<file path="src/rtl/reg_file_cc.sv">
// LC-3 register file R0..R7 with NZP condition codes and branch-enable flag.
// Optional write-through forwarding on the read ports: define REGFILE_BYPASS_EN.
module reg_file_cc #(
  parameter int          DATA_W    = 16,
  parameter int          NREGS     = 8,
  parameter int          ADDR_W    = 3,
  parameter logic [2:0]  RESET_NZP = 3'b010
) (
  input  logic              Clk,
  input  logic              Reset_n,
  input  logic              LD_REG,
  input  logic [ADDR_W-1:0] DR,
  input  logic [ADDR_W-1:0] SR1,
  input  logic [ADDR_W-1:0] SR2,
  input  logic [DATA_W-1:0] BUS,
  input  logic              LD_CC,
  input  logic              LD_BEN,
  input  logic [2:0]        IR_NZP,
  input  logic [ADDR_W-1:0] DBG_SEL,
  output logic [DATA_W-1:0] SR1OUT,
  output logic [DATA_W-1:0] SR2OUT,
  output logic [DATA_W-1:0] DBG_OUT,
  output logic [2:0]        NZP,
  output logic              BEN
);

  logic [DATA_W-1:0] regs_q [NREGS];
  logic [DATA_W-1:0] regs_d [NREGS];
  logic [NREGS-1:0]  wr_en;
  logic [2:0]        nzp_q, nzp_d;
  logic              ben_q, ben_d;

  // One-hot write decode of the destination index.
  generate
    for (genvar gi = 0; gi < NREGS; gi++) begin : g_wr_dec
      assign wr_en[gi] = LD_REG && (DR == ADDR_W'(gi));
    end
  endgenerate

  always_comb begin
    for (int i = 0; i < NREGS; i++) begin
      regs_d[i] = wr_en[i] ? BUS : regs_q[i];
    end
  end

  always_comb begin
    nzp_d = nzp_q;
    if (LD_CC) begin
      if (BUS[DATA_W-1])      nzp_d = 3'b100;
      else if (BUS == '0)     nzp_d = 3'b010;
      else                    nzp_d = 3'b001;
    end
  end

  // BEN deliberately evaluates against the pre-edge NZP, even when LD_CC fires too.
  always_comb begin
    ben_d = ben_q;
    if (LD_BEN) ben_d = |(IR_NZP & nzp_q);
  end

  always_ff @(posedge Clk) begin
    if (!Reset_n) begin
      for (int i = 0; i < NREGS; i++) regs_q[i] <= '0;
      nzp_q <= RESET_NZP;
      ben_q <= 1'b0;
    end else begin
      for (int i = 0; i < NREGS; i++) regs_q[i] <= regs_d[i];
      nzp_q <= nzp_d;
      ben_q <= ben_d;
    end
  end

`ifdef REGFILE_BYPASS_EN
  logic fwd_ok;
  assign fwd_ok = LD_REG && Reset_n;

  always_comb begin
    SR1OUT  = (fwd_ok && SR1 == DR)     ? BUS : regs_q[SR1];
    SR2OUT  = (fwd_ok && SR2 == DR)     ? BUS : regs_q[SR2];
    DBG_OUT = (fwd_ok && DBG_SEL == DR) ? BUS : regs_q[DBG_SEL];
  end
`else
  always_comb begin
    SR1OUT  = regs_q[SR1];
    SR2OUT  = regs_q[SR2];
    DBG_OUT = regs_q[DBG_SEL];
  end
`endif

  assign NZP = nzp_q;
  assign BEN = ben_q;

endmodule

</file>
<file path="config.mk">
export PLATFORM = sky130hd
export DESIGN_NAME = reg_file_cc
export DESIGN_NICKNAME = d
export VERILOG_FILES = /design/src/rtl/reg_file_cc.sv
export SDC_FILE = /design/constraint.sdc
export NUM_CORES = 1
export LEC_CHECK = 0
export ABC_CLOCK_PERIOD_IN_PS = 1900
export BUFFER_PORTS_ARGS = -buffer_cell sky130_fd_sc_hd__buf_2
export CAP_MARGIN = 10
export CORE_MARGIN = 2
export CORE_UTILIZATION = 59
export CTS_CLUSTER_SIZE = 12
export DETAILED_ROUTE_END_ITERATION = 16
export GPL_TIMING_DRIVEN = 0
export MAX_ROUTING_LAYER = met4
export PLACE_DENSITY = 0.8
export SKIP_LAST_GASP = 1
export SYNTH_ARGS = -nofsm -noshare
export SYNTH_HDL_FRONTEND = slang
export SYNTH_SLANG_ARGS = --single-unit
</file>
<file path="constraint.sdc">
create_clock -name Clk -period 1.9 [get_ports Clk]
set_input_delay 0.19 -clock Clk [delete_from_list [all_inputs] [get_ports Clk]]
set_output_delay 0.19 -clock Clk [all_outputs]
set_load 0.01 [all_outputs]
</file>
-- Yosys cells after proc, flatten, opt, wreduce, memory -nomap -nowiden
Memory sizes are Yosys's and may differ from the RTL's.
Index checks and enable logic that the tools add are counted.
Widths: inputs -> output; s select.
- equality and inequality tests: 15
- mux-type cells: 20
- bitwise operators: 9
- reduce and logical (&&, ||, !) cells: 19
- operators with widths (cell ; count):
    $mux 16 ; 16
    $logic_not 16->1 ; 1
    $reduce_and 2->1 ; 8
    $eq 3x3->1 const B ; 4
    $logic_and 1x1->1 ; 8
    $ne 1x1->1 const B ; 8
    $or 1x1->1 ; 8
    $eq 3x2->1 const B ; 2
    $and 3x3->3 ; 1
    $eq 3x1->1 const B ; 1
    $logic_not 3->1 ; 1
    $mux 3 ; 1
    $reduce_or 3->1 ; 1
    $mux 1 ; 2
    $mux 2 ; 1
- flip-flop bits (word level): 4
- bits in writable memories: 128
- input bits: 36
- logic and storage cells: 66
- memories kept: 1
- memories (name ; depth ; width ; rd ports ; clocked after Yosys merged registers in ; wr ports ; line ; source):
    regs_q ; 8 ; 16 ; 3 ; 0 ; 8 ; 27 ; logic [DATA_W-1:0] regs_q [NREGS];

-- Logic depth before layout (Yosys ltp)
- depth in word-level cells: 5
- depth in mapped cells: 5
- depth with buffers taken out: 3

-- Least setup slack after synthesis
OpenSTA, ideal clock, no wires.
- path kind: input -> register
- start point: input LD_REG
- end point: memory regs_q[3][0] (enable)
- library setup time: 0.372 ns
- arrival time: 1.269 ns
- slack: 0.260 ns
- cell stages on the path: 5
- path buffers: 2
- path through: nor2b_1 -> clkbuf_1 -> nand3_1 -> clkbuf_1 -> nand2_1
- RTL lines (item ; line ; source):
    start: declaration ; 11 ; input logic LD_REG,
    end: declaration ; 27 ;

==> impl_results.md <==
- Area of the multi-input gates: 0.00352 sq mm
- Worst-path clk slew: 0.06 ns
- Post-Route WL: 21.8 mm
- Pleak: 3.54 nW
- Hold Path Class: primary input to flop
- Minimum clock period: 2.03 ns
- Setup-failing EPs final: 48
- Finished layout cell area: 0.00932 sq mm
- Max Cap Viol: 0
- Crit path cell chain: mux4_2, mux2_4, buf_6
- Vias in the first global route: 5475
- RSZ-0062 raised after global routing: yes
- Number of remaining DRC errors: 0
- CP Data Arrival Time: 1.84 ns
- Final worst path period share: 107%
- CTS Buf Count: 17
- Post-CTS Setup Inserts: 0
- Status: complete, but fails checks
- 1st-pass router iterations: 8
- First-pass GRT wire length: 32.6 mm
- Failing checks: negative setup slack
- Distinct cells, synth: 25
- Pin count of the biggest net entering global routing: 17
- Setup crit start kind: flop
- Cell Area, Synth: 0.00786 sq mm
- Die W: 119 microns
- Die H: 119 microns
- Initial antenna violation count: 0
- GRT Overall Usage: 33.4%
- Area growth syn-to-layout: 18.7%
- Clock tree buffer depth: 2
- Die area: 0.0143 sq mm
- Mapped Cells: 477
- Gpl congestion: 0.862
- Crit-path max FO: 3
- NetSw: 0.00217 W
- Met3 global-route usage: 9.77%
- Max VDD drop: 669 uV
- Filler Cell Count: 862
- Most Crowded Layer GR: met2
- Pint: 0.00653 W
- Antenna Cells: 0
- Core footprint: 0.0131 sq mm
- Avg Cell Area, Syn: 16.5 sq um
- Sink Count: 132
- Worst skew pair latency: 0.44 ns
- Setup WS post-layout: -0.135 ns
- Yosys warnings: 0
- Antenna-violating nets left: 0
- Synthesis-stage register bit count: 132
- Final Util: 71.0%
- Clock root cell: clkbuf_16
- Skew final: 0.00286 ns
- GRT met2 Usage: 51.7%
- Routed via count: 5323
- Global route overflow: 0
- Pre-CTS setup slack: -0.853 ns
- Slowest CP cell: mux4_2
- Slew @ Worst Pin: 0.669 ns
- Seq pwr share: 41.2%
- Crit end category: primary output
- FP Rows: 42
- Detailed Place HPWL: 13.7 mm
- Nets: 613
- Io pins: 88
- Syn Nets: 513
- Power Dens Cells: 933 mW/mm^2
- Layout cell share with drive strength beyond 1: 48.6%
- Port buffer count: 80
- GRT met1 Usage: 42.7%
- Total power: 0.00870 W
- Fmax: 491 MHz
- Combinational fraction of design power: 19.2%
- Sequential element share of the synthesized area: 49.9%
- Initial core utilization: 59.8%
- Htree depth: 4
- Switch share: 24.9%
- Max Slew Vio Count: 0
- Req. time, crit path: 1.71 ns
- Slew HR: 55.0%
- Register area: 0.00392 sq mm
- DRT iter0 DRCs: 852
- CP max stage delay: 0.51 ns
- Avg WL per Cell: 28.5 microns
- Critical path class: flop to primary output
- Final Hold Viols: 0
- Area after DPL: 0.00848 sq mm
- DR vias/cell: 6.95
- Clock Power Share: 39.7%
- CTS tree: yes
==> path summary, 6_finish.rpt <==
check,start,to,slack (ns),depth (start not counted)
setup / recovery,regs_q[2][5],SR1OUT[5],-0.13,3
hold reg to reg,NZP[0],NZP[0],0.50,2
setup reg to reg,NZP[0],BEN,0.96,3
hold / removal,LD_CC,NZP[0],0.008,2
==> cell type report <==
cell class | count | area share [%]
Buffer | 37 | 2.91
Clock buffer | 17 | 4.56
Clock inverter | 15 | 2.03
Inverter | 18 | 0.725
Multi-Input combinational cell | 290 | 37.8
Sequential cell | 132 | 42.1
Tap cell | 176 | 2.36
Timing Repair Buffer | 81 | 7.56
==> critical path: cells and delay by family (launching register included) <==
| kind | cells | cell delay [ns] |
|---|---|---|
| multiplexers | 2 | 0.83 |
| flip-flops | 1 | 0.45 |
| buffers and inverters | 1 | 0.13 |
==> synthesized netlist by cell type <==
| library cell | number | share of area (%) |
|---|---|---|
| nand4_1 | 1 | 0.080 |
| nor2_1 | 97 | 4.6 |
| nand3b_1 | 1 | 0.096 |
| mux2_2 | 48 | 6.9 |
| nor4_1 | 4 | 0.32 |
| nand3_1 | 4 | 0.25 |
| buf_1 | 9 | 0.43 |
| o211a_1 | 1 | 0.13 |
| dfxtp_1 | 4 | 1.0 |
| clkbuf_1 | 13 | 0.62 |
| buf_6 | 12 | 1.7 |
| and4_1 | 1 | 0.11 |
| o22ai_1 | 1 | 0.080 |
| a222oi_1 | 1 | 0.13 |
| nand4b_1 | 1 | 0.11 |
| clkbuf_2 | 3 | 0.19 |
| nand2_1 | 28 | 1.3 |
| o21ai_0 | 1 | 0.064 |
| mux2i_1 | 1 | 0.13 |
| inv_1 | 18 | 0.86 |
| mux4_1 | 84 | 28 |
| edfxtp_1 | 128 | 49 |
| a31o_2 | 1 | 0.11 |
| nor2b_1 | 3 | 0.24 |
| mux4_2 | 12 | 3.4 |
==> cell families after synthesis <==
kind of cell	share of synthesized area (%)
AND/OR/NAND/NOR	7.18
buffers and inverters	3.82
multiplexers	38.5
AO/OA/AOI/OAI	0.510
flip-flops	49.9
==> routing by layer <==
| metal | up-vias | wire length (microns) |
|---|---|---|
| met5 | - | 0 |
| met4 | 0 | 671 |
| met3 | 66 | 2900 |
| met2 | 446 | 10700 |
| met1 | 2703 | 7530 |
| li1 | 2108 | - |
==> flip-flops by register name (all words and copies together) (netlist names) <==
name    count
regs_q    128
BEN         1
NZP         3
==> layout by cell type, fill, tap and decap left out, types with 2 or more instances in the layout <==
cell / count
nand2_2: 8
nor2_1: 97
buf_2: 37
clkbuf_1: 5
clkbuf_16: 17
nand2_1: 20
clkbuf_2: 12
mux4_1: 8
nand3_1: 4
inv_1: 18
mux2_4: 41
bufinv_16: 4
edfxtp_1: 128
clkinvlp_4: 3
dfxtp_1: 4
clkinv_4: 2
nor4_1: 4
buf_6: 59
mux4_2: 88
clkdlybuf4s15_2: 3
clkinv_2: 5
mux2_2: 7
nor2b_1: 3
==> stage by stage <==
step / hold WS [ns] / TNS (ns) / std cells
2_1_floorplan: 0.284 / 0 / 477
3_3_place_gp: 0.429 / -72.74 / 733
3_5_place_dp: 0.434 / -80.01 / 733
4_1_cts: 0.00127 / -2.54 / 766
5_1_grt: 0.0250 / -3.98 / 766
6_report: 0.00779 / -2.75 / 766
==> timing repair <==
item                       in CTS  in global routing
pin swaps                       0                  0
setup endpoints to repair     144                 96
hold buffers                    1                  0
gates resized for setup       171                 22
hold endpoints to repair        1                  0
==> power by group through the flow <==
stage	Clock [W]	Sequential (W)	Combinational [W]
2_1_floorplan	0	0.00355	0.000862
6_report	0.00345	0.00358	0.00167
3_3_place_gp	0	0.00357	0.00126
3_5_place_dp	0	0.00361	0.00129
5_1_grt	0.00354	0.00361	0.00173
4_1_cts	0.00344	0.00357	0.00161
Power figures use the tool's default switching activity.
